### src/rtl/calc_sequencer.sv
// calc_sequencer: FIFO-buffered instruction issuer for simple_calculator; define CALC_SEQ_STICKY_CARRY_EN for a sticky carry_flag
module calc_sequencer #(
  parameter int DEPTH = 4
) (
  input  logic        Clk,
  input  logic        Rst,
  input  logic        in_valid,
  output logic        in_ready,
  input  logic [25:0] in_instr,
  output logic        WEN,
  output logic [2:0]  RW,
  output logic [2:0]  RX,
  output logic [2:0]  RY,
  output logic [7:0]  DataIn,
  output logic        Sel,
  output logic [3:0]  Ctrl,
  input  logic        Carry,
  output logic        carry_flag,
  output logic        busy,
  output logic [15:0] issue_cnt
);
  localparam int AW = $clog2(DEPTH);
  typedef enum logic {IDLE, ISSUE} state_e;
  state_e        state_q, state_d;
  logic [25:0]   mem_q [DEPTH];
  logic [25:0]   head;
  logic [AW-1:0] wr_ptr_q, wr_ptr_d, rd_ptr_q, rd_ptr_d;
  logic [AW:0]   count_q, count_d;
  logic [22:0]   cur_q, cur_d;
  logic [2:0]    rem_q, rem_d;
  logic          carry_q, carry_d;
  logic [15:0]   cnt_q, cnt_d;
  logic          full, empty, push, pop, issuing, repeating, capture;
  assign head       = mem_q[rd_ptr_q];
  assign full       = count_q == (AW+1)'(DEPTH);
  assign empty      = count_q == '0;
  assign in_ready   = !full;
  assign push       = in_valid && !full;
  assign issuing    = state_q == ISSUE;
  assign repeating  = issuing && rem_q != '0;
  assign pop        = !empty && !repeating;
  assign capture    = issuing && cur_q[22:20] == 3'b000;
  assign Ctrl       = issuing ? cur_q[22:19] : '0;
  assign Sel        = issuing && cur_q[18];
  assign WEN        = issuing && cur_q[17];
  assign RW         = issuing ? cur_q[16:14] : '0;
  assign RX         = issuing ? cur_q[13:11] : '0;
  assign RY         = issuing ? cur_q[10:8] : '0;
  assign DataIn     = issuing ? cur_q[7:0] : '0;
  assign busy       = issuing || !empty;
  assign carry_flag = carry_q;
  assign issue_cnt  = cnt_q;
  // next-state: FIFO bookkeeping, issue register reload or repeat countdown, status updates
  always_comb begin
    wr_ptr_d = push ? wr_ptr_q + AW'(1) : wr_ptr_q;
    rd_ptr_d = pop ? rd_ptr_q + AW'(1) : rd_ptr_q;
    count_d  = count_q + (AW+1)'(push) - (AW+1)'(pop);
    state_d  = (pop || repeating) ? ISSUE : IDLE;
    cur_d    = pop ? {head[25:11], head[7:0]} : cur_q;
    rem_d    = pop ? head[10:8] : repeating ? rem_q - 3'd1 : rem_q;
`ifdef CALC_SEQ_STICKY_CARRY_EN
    carry_d  = capture ? (carry_q | Carry) : carry_q;
`else
    carry_d  = capture ? Carry : carry_q;
`endif
    cnt_d    = WEN ? cnt_q + 16'd1 : cnt_q;
  end
  // FIFO storage needs no reset; occupancy is tracked by count_q
  always_ff @(posedge Clk) begin
    if (push) mem_q[wr_ptr_q] <= in_instr;
  end
  // state registers with asynchronous reset
  always_ff @(posedge Clk or posedge Rst) begin
    if (Rst) begin
      state_q  <= IDLE;
      wr_ptr_q <= '0;
      rd_ptr_q <= '0;
      count_q  <= '0;
      cur_q    <= '0;
      rem_q    <= '0;
      carry_q  <= 1'b0;
      cnt_q    <= '0;
    end else begin
      state_q  <= state_d;
      wr_ptr_q <= wr_ptr_d;
      rd_ptr_q <= rd_ptr_d;
      count_q  <= count_d;
      cur_q    <= cur_d;
      rem_q    <= rem_d;
      carry_q  <= carry_d;
      cnt_q    <= cnt_d;
    end
  end
endmodule

### config.mk
export PLATFORM = sky130hd
export DESIGN_NAME = calc_sequencer
export DESIGN_NICKNAME = d
export VERILOG_FILES = /design/src/rtl/calc_sequencer.sv
export SDC_FILE = /design/constraint.sdc
export NUM_CORES = 1
export LEC_CHECK = 0
export CAP_MARGIN = 20
export CORE_AREA = 5 5 103 153
export CTS_CLUSTER_DIAMETER = 40
export DETAILED_ROUTE_END_ITERATION = 12
export DIE_AREA = 0 0 108 158
export GPL_ROUTABILITY_DRIVEN = 0
export PLACE_DENSITY_LB_ADDON = 0.08
export REMOVE_ABC_BUFFERS = 1
export SYNTH_ARGS = -nofsm -noshare
export SYNTH_HDL_FRONTEND = slang
export SYNTH_SLANG_ARGS = --single-unit
### constraint.sdc
create_clock -name Clk -period 3.57 [get_ports Clk]
set_input_delay 0.5355 -clock Clk [delete_from_list [all_inputs] [get_ports Clk]]
set_output_delay 0.5355 -clock Clk [all_outputs]
set_load 0.05 [all_outputs]
==> flow_metrics.py, run 1 <==
metrics = {
    "status": {
        "outcome": "finished, final reports clean",
    },
    "sta": {
        "max-slew-margin-rel_pct": 40.8,
        "final.setup.tns_ps": 0,
        "rsz0062_at_grt": "false",
        "fin_crit_sh_pct": 81.4,
        "post-route-min-period_ps": 2910,
        "hold_viol_final": 0,
        "final.setup_skew_ps": 7.26,
        "maxSlewViolCount": 0,
        "fmaxAchievable_ghz": 0.344,
        "setup_violations": 0,
        "worst_pin_slew_ps": 888,
    },
    "worst_setup_path": {
        "endpoint_kind": "primary output",
        "reg2reg_from": "rem_q[0]",
        "reg2reg_slack_ps": 1090,
        "crit_arrival_ps": 2370,
        "crit_path_start_kind": "flip-flop",
        "worst-setup-path-type": "reg2out",
        "crit_path_end": "WEN",
        "reg2regPathDepth": 12,
        "critical_path.max_fanout": 18,
        "cp.required_ps": 3030,
        "r2r_end": "count_q[2]",
        "startpoint": "issuing",
    },
    "route": {
        "dr.pass1.iters": 5,
        "drt_wl_total_mm": 11.5,
        "ant_nets": 0,
        "vias": 3112,
        "drt-initial-drc-count": 110,
        "wire_per_inst_um": 18.5,
        "drc": 0,
        "viasPerCell": 4.99,
    },
    "clock_network": {
        "tritoncts": "done",
        "cts_buffers": 17,
        "clock_latency_ps": 410,
        "cts_sinks": 155,
        "cts_max_path_buffers": 2,
        "cts-root-buf": "clkbuf_16",
        "cts_setup_buffers": 0,
        "htree_levels": 4,
        "postCtsHoldBufs": 0,
        "clkTransAtPathRegs_ps": 60,
        "cts_resized": 0,
    },
    "power": {
        "p_total_uw": 7220,
        "p_switching_uw": 2440,
        "internal-power_uw": 4780,
        "peakVddDrop_uv": 356,
        "clkPwrFrac_pct": 26.2,
        "swShare_pct": 33.8,
        "p_leak_uw": 0.00296,
        "power_frac_seq_pct": 37.9,
        "combPwrFrac_pct": 35.9,
        "power_density_mw_per_mm2": 920,
    },
    "synthesis": {
        "synth_cell_type_count": 29,
        "avgSynthCellArea_um2": 19.2,
        "ys_seq_area_share_pct": 69.9,
        "syn_area_mm2": 0.00630,
        "ys_seq_elements": 155,
        "syn_inst": 328,
        "yosysWarnings": 0,
    },
    "global_route": {
        "met2_usage_pct": 25.9,
        "top_usage_layer": "met2",
        "grt_max_degree": 38,
        "antenna_found_initial": 0,
        "first_global_vias": 3273,
        "use_met1_pct": 16.5,
        "grt_usage_pct": 14.4,
        "grt.overflow.total": 0,
        "grt_pass1_wl_mm": 18.1,
        "use_met3_pct": 3.84,
    },
    "layout": {
        "instances_no_fill": 624,
        "final_cell_mix": "edfxtp_1 (104), clkdlybuf4s50_1 (71), dfrtp_1 (50)",
        "antenna_cells": 0,
        "area.growth.synth_to_final_pct": 24.6,
        "nets": 455,
        "mostFrequentLayoutCell": "edfxtp_1",
        "drive_above_1_share_pct": 16.8,
    },
    "place": {
        "dp_hpwl_mm": 6.88,
        "io_buffers": 71,
        "dp_cells": 592,
    },
    "floorplanning": {
        "core_area_mm2": 0.0143,
        "die_h_um": 158,
        "num_rows": 54,
        "die_w_um": 108,
        "start_util_pct": 44.0,
        "die_area_mm2": 0.0171,
        "ios": 72,
    },
    "min_path": {
        "hold_class": "reg2reg",
    },
    "flow_run": {
        "cap_violations": 0,
    },
}
==> synth_stat cells (all sizes together) <==
| master | n | area [um2] |
|---|---|---|
| and2 | 23 | 144 |
| and3 | 5 | 31.3 |
| and4 | 3 | 26.3 |
| buf | 8 | 83.8 |
| clkbuf | 4 | 15.0 |
| dfrtp | 51 | 1280 |
| edfxtp | 104 | 3120 |
| fa | 1 | 20.0 |
| ha | 9 | 113 |
| inv | 11 | 41.3 |
| mux2 | 25 | 342 |
| mux2i | 4 | 40.0 |
| mux4 | 26 | 672 |
| nand2 | 15 | 56.3 |
| nand2b | 2 | 12.5 |
| nand3 | 5 | 25.0 |
| nand4 | 4 | 25.0 |
| nor2 | 1 | 3.75 |
| nor2b | 1 | 13.8 |
| nor3 | 4 | 41.3 |
| nor4b | 1 | 8.76 |
| o211ai | 1 | 7.51 |
| xnor2 | 15 | 131 |
| xor2 | 5 | 43.8 |
==> power groups by stage <==
stage	sequential, uW	combinational [uW]	clock [uW]
final	2730	2590	1890
after global routing	2790	2770	2010
after CTS	2750	2650	1930
after detailed placement	2780	2650	0
after global placement	2760	2620	0
after floorplan	2840	1730	0
==> critical path: stages, from the launching register on <==
cell	delay [ps]
dfrtp_1	550
buf_4	300
nand2_1	130
inv_1	140
clkdlybuf4s50_1	820
==> worst min-delay path by stage <==
stage	slack, ps	cells after the start	start	end
3_5_place_dp	470	1	issue_cnt[15]	issue_cnt[15]
2_1_floorplan	470	1	cur_q[16]	cur_q[16]
4_1_cts	480	1	issue_cnt[15]	issue_cnt[15]
5_1_grt	500	1	issue_cnt[15]	issue_cnt[15]
3_3_place_gp	460	1	issue_cnt[15]	issue_cnt[15]
6_report	470	1	issue_cnt[15]	issue_cnt[15]
==> registers in the layout, indices dropped and copies added, names as in the netlist <==
| register | flops |
|---|---|
| mem_q | 104 |
| issue_cnt | 16 |
| rem_q | 3 |
| count_q | 3 |
| issuing | 1 |
| wr_ptr_q | 2 |
| carry_flag | 1 |
| rd_ptr_q | 2 |
| cur_q | 23 |
==> cells by family (layout without fill, tap and decap cells) <==
logic type,count (synthesis),count (layout),share of synthesized area (%)
AO/OA/AOI/OAI,1,1,0.119
XOR/XNOR,20,20,2.78
adder cells (fa/ha/maj),10,10,2.11
buffers and inverters,23,123,2.23
flip-flops,155,155,69.9
multiplexers,55,55,16.7
AND/OR/NAND/NOR,64,64,6.16
==> layout make-up <==
cell class | count | area, um2
clock buffer | 19 | 433
clock inverter | 13 | 193
fill | 1187 | 6480
inverter | 11 | 41.3
multi-input combinational | 150 | 1760
sequential | 155 | 4400
tap | 196 | 245
timing repair buffer | 80 | 778
==> layer usage <==
layer  vias up  routed length (um)
met3         9                 429
met4         0                 134
met1      1601                4790
li1       1436                   -
met2        66                6160
met5         -                   0
==> metrics by stage <==
stage	hold WS [ps]	cell area (um2)	utilization, %	setup WS, ps
finish	471	7850	54.8	665
detailed placement	470	7220	50.4	974
CTS	483	7850	54.8	629
global route	499	7850	54.8	511
floorplan	472	6200	-	706
global placement	463	7220	50.4	1010
(Power assumes the default switching activity.)
==> run 2, diff against run 1 <==
==> constraint.sdc (replaced) <==
create_clock -name Clk -period 2.3 [get_ports Clk]
set_input_delay 0.345 -clock Clk [delete_from_list [all_inputs] [get_ports Clk]]
set_output_delay 0.345 -clock Clk [all_outputs]
set_load 0.05 [all_outputs]
==> flow_metrics.py, run 2 (same netlist as run 1, synthesis figures left out) <==
metrics = {
    "layout": {
        "drive_above_1_share_pct": 27.4,
        "instances_no_fill": 634,
        "top_register": "mem_q",
        "antenna_cells": 0,
        "area.growth.synth_to_final_pct": 30.7,
        "nets": 465,
        "mostFrequentLayoutCell": "edfxtp_1",
        "final_area_mm2": 0.00823,
        "fillCellCount": 1154,
        "final_cell_mix": "edfxtp_1 (104), dfrtp_1 (49), clkdlybuf4s50_1 (46)",
        "largest_reg_flops": 104,
    },
    "power": {
        "power_frac_seq_pct": 34.7,
        "combPwrFrac_pct": 42.8,
        "p_leak_uw": 0.00312,
        "swShare_pct": 34.0,
        "p_total_uw": 11800,
        "internal-power_uw": 7790,
        "p_switching_uw": 4020,
        "clkPwrFrac_pct": 22.4,
        "peakVddDrop_uv": 709,
        "power_density_mw_per_mm2": 1440,
    },
    "global_route": {
        "grt_pass1_wl_mm": 18.4,
        "first_global_vias": 3425,
        "grt.overflow.total": 0,
        "grt_max_degree": 52,
        "grt_usage_pct": 14.7,
        "antenna_found_initial": 0,
    },
    "worst_setup_path": {
        "crit_arrival_ps": 2470,
        "critical_path.max_fanout": 2,
        "endpoint_kind": "flip-flop",
        "reg2regPathDepth": 12,
        "reg2reg_slack_ps": 120,
        "path_common_cell": "ha_4",
        "crit_path_start_kind": "flip-flop",
        "cp.required_ps": 2590,
        "path_cells": "inv_2, ha_4, ha_4, nand2b_4, nor2b_4, ha_4, inv_2, ha_2, inv_1, fa_2, xnor2_2, xnor2_1",
        "worst-setup-path-type": "reg2reg",
        "reg2reg_from": "rem_q[0]",
        "max_stage_delay_ps": 370,
        "r2r_end": "count_q[2]",
        "crit_path_top_delay_cell": "fa_2",
    },
    "route": {
        "viasPerCell": 4.93,
        "drt-initial-drc-count": 79,
        "drc": 0,
        "drt_wl_total_mm": 11.5,
        "wire_per_inst_um": 18.2,
        "vias": 3124,
        "ant_nets": 0,
        "dr.pass1.iters": 4,
    },
    "place": {
        "io_buffers": 71,
        "dp_hpwl_mm": 6.96,
        "dpl-instance-area_mm2": 0.00758,
        "dp_cells": 599,
    },
    "sta": {
        "maxSlewViolCount": 0,
        "fmaxAchievable_ghz": 0.459,
        "fin_crit_sh_pct": 94.6,
        "max-slew-margin-rel_pct": 65.6,
        "worst_pin_slew_ps": 516,
        "post-route-min-period_ps": 2180,
        "hold_viol_final": 0,
        "setup_violations": 0,
        "final.setup_skew_ps": 7.42,
        "rsz0062_at_grt": "false",
    },
    "clock_network": {
        "cts_sinks": 155,
        "postCtsHoldBufs": 0,
        "cts-root-buf": "clkbuf_16",
        "cts_max_path_buffers": 2,
        "htree_levels": 4,
        "clock_latency_ps": 410,
        "cts_buffers": 17,
        "tritoncts": "done",
        "clkTransAtPathRegs_ps": 60,
    },
    "status": {
        "outcome": "finished, final reports clean",
    },
    "flow_run": {
        "cap_violations": 0,
    },
    "min_path": {
        "hold_class": "in2async",
    },
    "floorplanning": {
        "ios": 72,
        "die_h_um": 158,
        "die_area_mm2": 0.0171,
        "start_util_pct": 44.0,
        "die_w_um": 108,
        "num_rows": 54,
        "core_area_mm2": 0.0143,
    },
}
run 2: how the worst max path moves through the flow:
stage / start / end / slack [ps] / depth (start not counted)
floorplan: rem_q[0] / count_q[2] / -560 / 12
global placement: in_valid / count_q[2] / 40 / 10
detailed placement: in_valid / count_q[2] / -30 / 10
CTS: rem_q[0] / count_q[2] / -7 / 12
global route: count_q[1] / count_q[2] / 10 / 11
finish: rem_q[0] / count_q[2] / 120 / 12
run 2: routing by layer:
metal  track usage [%]  up-vias  share of wire (%)
li1                  -     1447                  -
met1              17.0     1611                 40
met2              26.5       56                 55
met3              3.71       10                3.3
met4              4.87        0                1.2
met5                 0        -                  0
run 2: power by group through the flow:
stage          clock network [uW]  registers, uW  logic, uW
2_1_floorplan                   0           4420       2680
3_3_place_gp                    0           4130       4960
3_5_place_dp                    0           4160       5020
4_1_cts                      2730           4120       5050
5_1_grt                      2850           4180       5430
6_report                     2650           4100       5060
run 2: worst max-delay path: cells and delay by family (launching register included):
kind | cells | cell delay [ps]
and+or+nand+nor | 2 | 260
DFF | 1 | 360
xor gates and xnor gates | 2 | 270
adders and majority gates | 5 | 1020
buffers and inverters | 3 | 140
run 2: per-stage QoR:
step	util [%]	setup TNS (ps)	hold WS (ps)	setup slack, ps
after floorplan	-	-988	444	-564
after global placement	52.9	0	463	43.1
after detailed placement	52.9	-28.2	463	-28.2
after CTS	56.9	-6.60	301	-6.60
after global routing	57.4	0	331	12.9
final	57.4	0	309	123
run 2: what timing repair did:
action / CTS / global route
setup buffers: 0 / 3
setup endpoints to repair: 2 / 2
pin swaps: 2 / 3
resized for setup: 3 / 12
run 2: final cells by class:
type                            instances  area, um2  area share, %
Clock inverter                         14        138           1.67
Multi-Input combinational cell        150       1820           22.1
Tap cell                              196        245           2.98
Inverter                               11       41.3          0.502
Sequential cell                       155       4400           53.5
Clock buffer                           18        429           5.22
Timing Repair Buffer                   90       1150           14.0
==> run 3, diff against run 2 <==
--- a/config.mk
+++ b/config.mk
@@ -6,10 +6,10 @@
 export NUM_CORES = 1
 export LEC_CHECK = 0
 export CAP_MARGIN = 20
-export CORE_AREA = 5 5 103 153
+export CORE_AREA = 5 5 159 100
 export CTS_CLUSTER_DIAMETER = 40
 export DETAILED_ROUTE_END_ITERATION = 12
-export DIE_AREA = 0 0 108 158
+export DIE_AREA = 0 0 164 105
 export GPL_ROUTABILITY_DRIVEN = 0
 export PLACE_DENSITY_LB_ADDON = 0.08
 export REMOVE_ABC_BUFFERS = 1
==> flow_metrics.py, run 3 (same netlist as run 1, synthesis figures left out) <==
metrics = {
    "worst_setup_path": {
        "endpoint_kind": "flip-flop",
        "critical_path.max_fanout": 2,
        "worst-setup-path-type": "reg2reg",
        "crit_arrival_ps": 2480,
        "crit_path_start_kind": "flip-flop",
        "cp.required_ps": 2600,
    },
    "sta": {
        "max-slew-margin-rel_pct": 66.1,
        "worst_pin_slew_ps": 506,
        "hold_viol_final": 0,
        "fin_crit_sh_pct": 94.9,
        "post-route-min-period_ps": 2180,
        "maxSlewViolCount": 0,
        "fmaxAchievable_ghz": 0.458,
        "final.setup_skew_ps": 9.74,
        "setup_violations": 0,
    },
    "status": {
        "outcome": "finished, final reports clean",
    },
    "global_route": {
        "grt_max_degree": 52,
        "antenna_found_initial": 0,
        "grt.overflow.total": 0,
        "grt_usage_pct": 14.0,
        "first_global_vias": 3324,
        "grt_pass1_wl_mm": 18.0,
    },
    "place": {
        "dp_cells": 599,
        "io_buffers": 71,
        "dp_hpwl_mm": 6.86,
    },
    "route": {
        "drt-initial-drc-count": 142,
        "drc": 0,
        "dr.pass1.iters": 4,
        "viasPerCell": 4.86,
        "ant_nets": 0,
        "wire_per_inst_um": 17.8,
        "vias": 3086,
        "drt_wl_total_mm": 11.3,
    },
    "layout": {
        "area.growth.synth_to_final_pct": 30.4,
        "nets": 464,
        "drive_above_1_share_pct": 27.0,
        "instances_no_fill": 635,
        "final_cell_mix": "edfxtp_1 (104), dfrtp_1 (49), clkdlybuf4s50_1 (46)",
        "antenna_cells": 0,
        "mostFrequentLayoutCell": "edfxtp_1",
        "finalCoreUtilization_pct": 57.8,
        "largest_reg_flops": 104,
        "top_register": "mem_q",
    },
    "clock_network": {
        "cts_buffers": 17,
        "htree_levels": 4,
        "cts_max_path_buffers": 2,
        "cts_sinks": 155,
        "clock_latency_ps": 410,
        "tritoncts": "done",
        "cts-root-buf": "clkbuf_16",
        "postCtsHoldBufs": 0,
        "clkTransAtPathRegs_ps": 60,
    },
    "power": {
        "peakVddDrop_uv": 909,
        "p_leak_uw": 0.00311,
        "power_density_mw_per_mm2": 1430,
    },
    "floorplanning": {
        "start_util_pct": 44.3,
        "die_h_um": 105,
        "die_w_um": 164,
        "core_area_mm2": 0.0142,
        "die_area_mm2": 0.0172,
        "num_rows": 34,
        "ios": 72,
    },
    "min_path": {
        "hold_class": "in2async",
    },
    "flow_run": {
        "cap_violations": 0,
    },
}
run 3: cell count changes in the layout (fill, tap and decap cells not counted):
| cell | before | now |
|---|---|---|
| buf_12 | 29 | 30 |
| buf_4 | 14 | 12 |
| bufinv_16 | 1 | 0 |
| clkbuf_1 | 1 | 0 |
| clkinv_2 | 0 | 2 |
| inv_1 | 7 | 9 |
| inv_2 | 4 | 2 |
run 3: per-stage QoR:
stage	hold slack, ps	cell area [um2]	TNS, ps	total power [uW]	worst slack, ps
floorplan	444	6200	-988	7090	-564
global placement	460	7580	0	9040	27.0
detailed placement	471	7580	-43.4	9150	-43.4
CTS	300	8140	-9.26	11800	-9.26
global route	319	8210	-0.191	12300	-0.191
finish	293	8210	0	11700	117
run 3: final timing paths:
path / depth (start not counted) / end / slack, ps / start
worst max-delay path: 12 / count_q[2] / 120 / rem_q[1]
worst min-delay path: 3 / wr_ptr_q[1] / 290 / Rst
worst max register to register: 12 / count_q[2] / 120 / rem_q[1]
worst min register to register: 1 / issue_cnt[15] / 480 / issue_cnt[15]
max in group asynchronous: 3 / rd_ptr_q[0] / 1730 / Rst
min in group Clk: 1 / issue_cnt[15] / 480 / issue_cnt[15]
run 3: layout make-up:
class / instances / area [um2]
clock buffer: 17 / 425
multi-input combinational: 150 / 1820
inverter: 11 / 41.3
sequential: 155 / 4400
tap: 198 / 248
timing repair buffer: 89 / 1160
fill: 1106 / 6000
clock inverter: 15 / 118
run 3: power by group:
part	switching [uW]	internal, uW	leakage, uW	total [uW]
sequential	358	3780	0.00157	4140
clock	1130	1400	0.000253	2530
combinational	2510	2520	0.00129	5030
run 3: repair_timing:
| item | 4_1_cts | 5_1_grt |
|---|---|---|
| pin swaps | 2 | 4 |
| buffers inserted | 1 | 3 |
| setup endpoints to repair | 2 | 2 |
| cloned | 0 | 0 |
| resized for setup | 3 | 10 |
run 3: critical path, cell delays in order (launching register included):
cell	delay, ps
dfrtp_1	380
inv_1	90
ha_4	150
ha_4	110
nand2b_4	110
nor2b_4	160
ha_4	200
inv_1	50
ha_2	160
inv_2	40
fa_2	360
xnor2_2	140
xnor2_1	130
run 3: metal layers:
metal,global-route usage (%),up-vias,routed length (um)
li1,-,1456,-
met1,18.9,1571,5350
met2,22.0,51,5490
met3,4.37,8,328
met4,4.13,0,116
met5,0,-,0
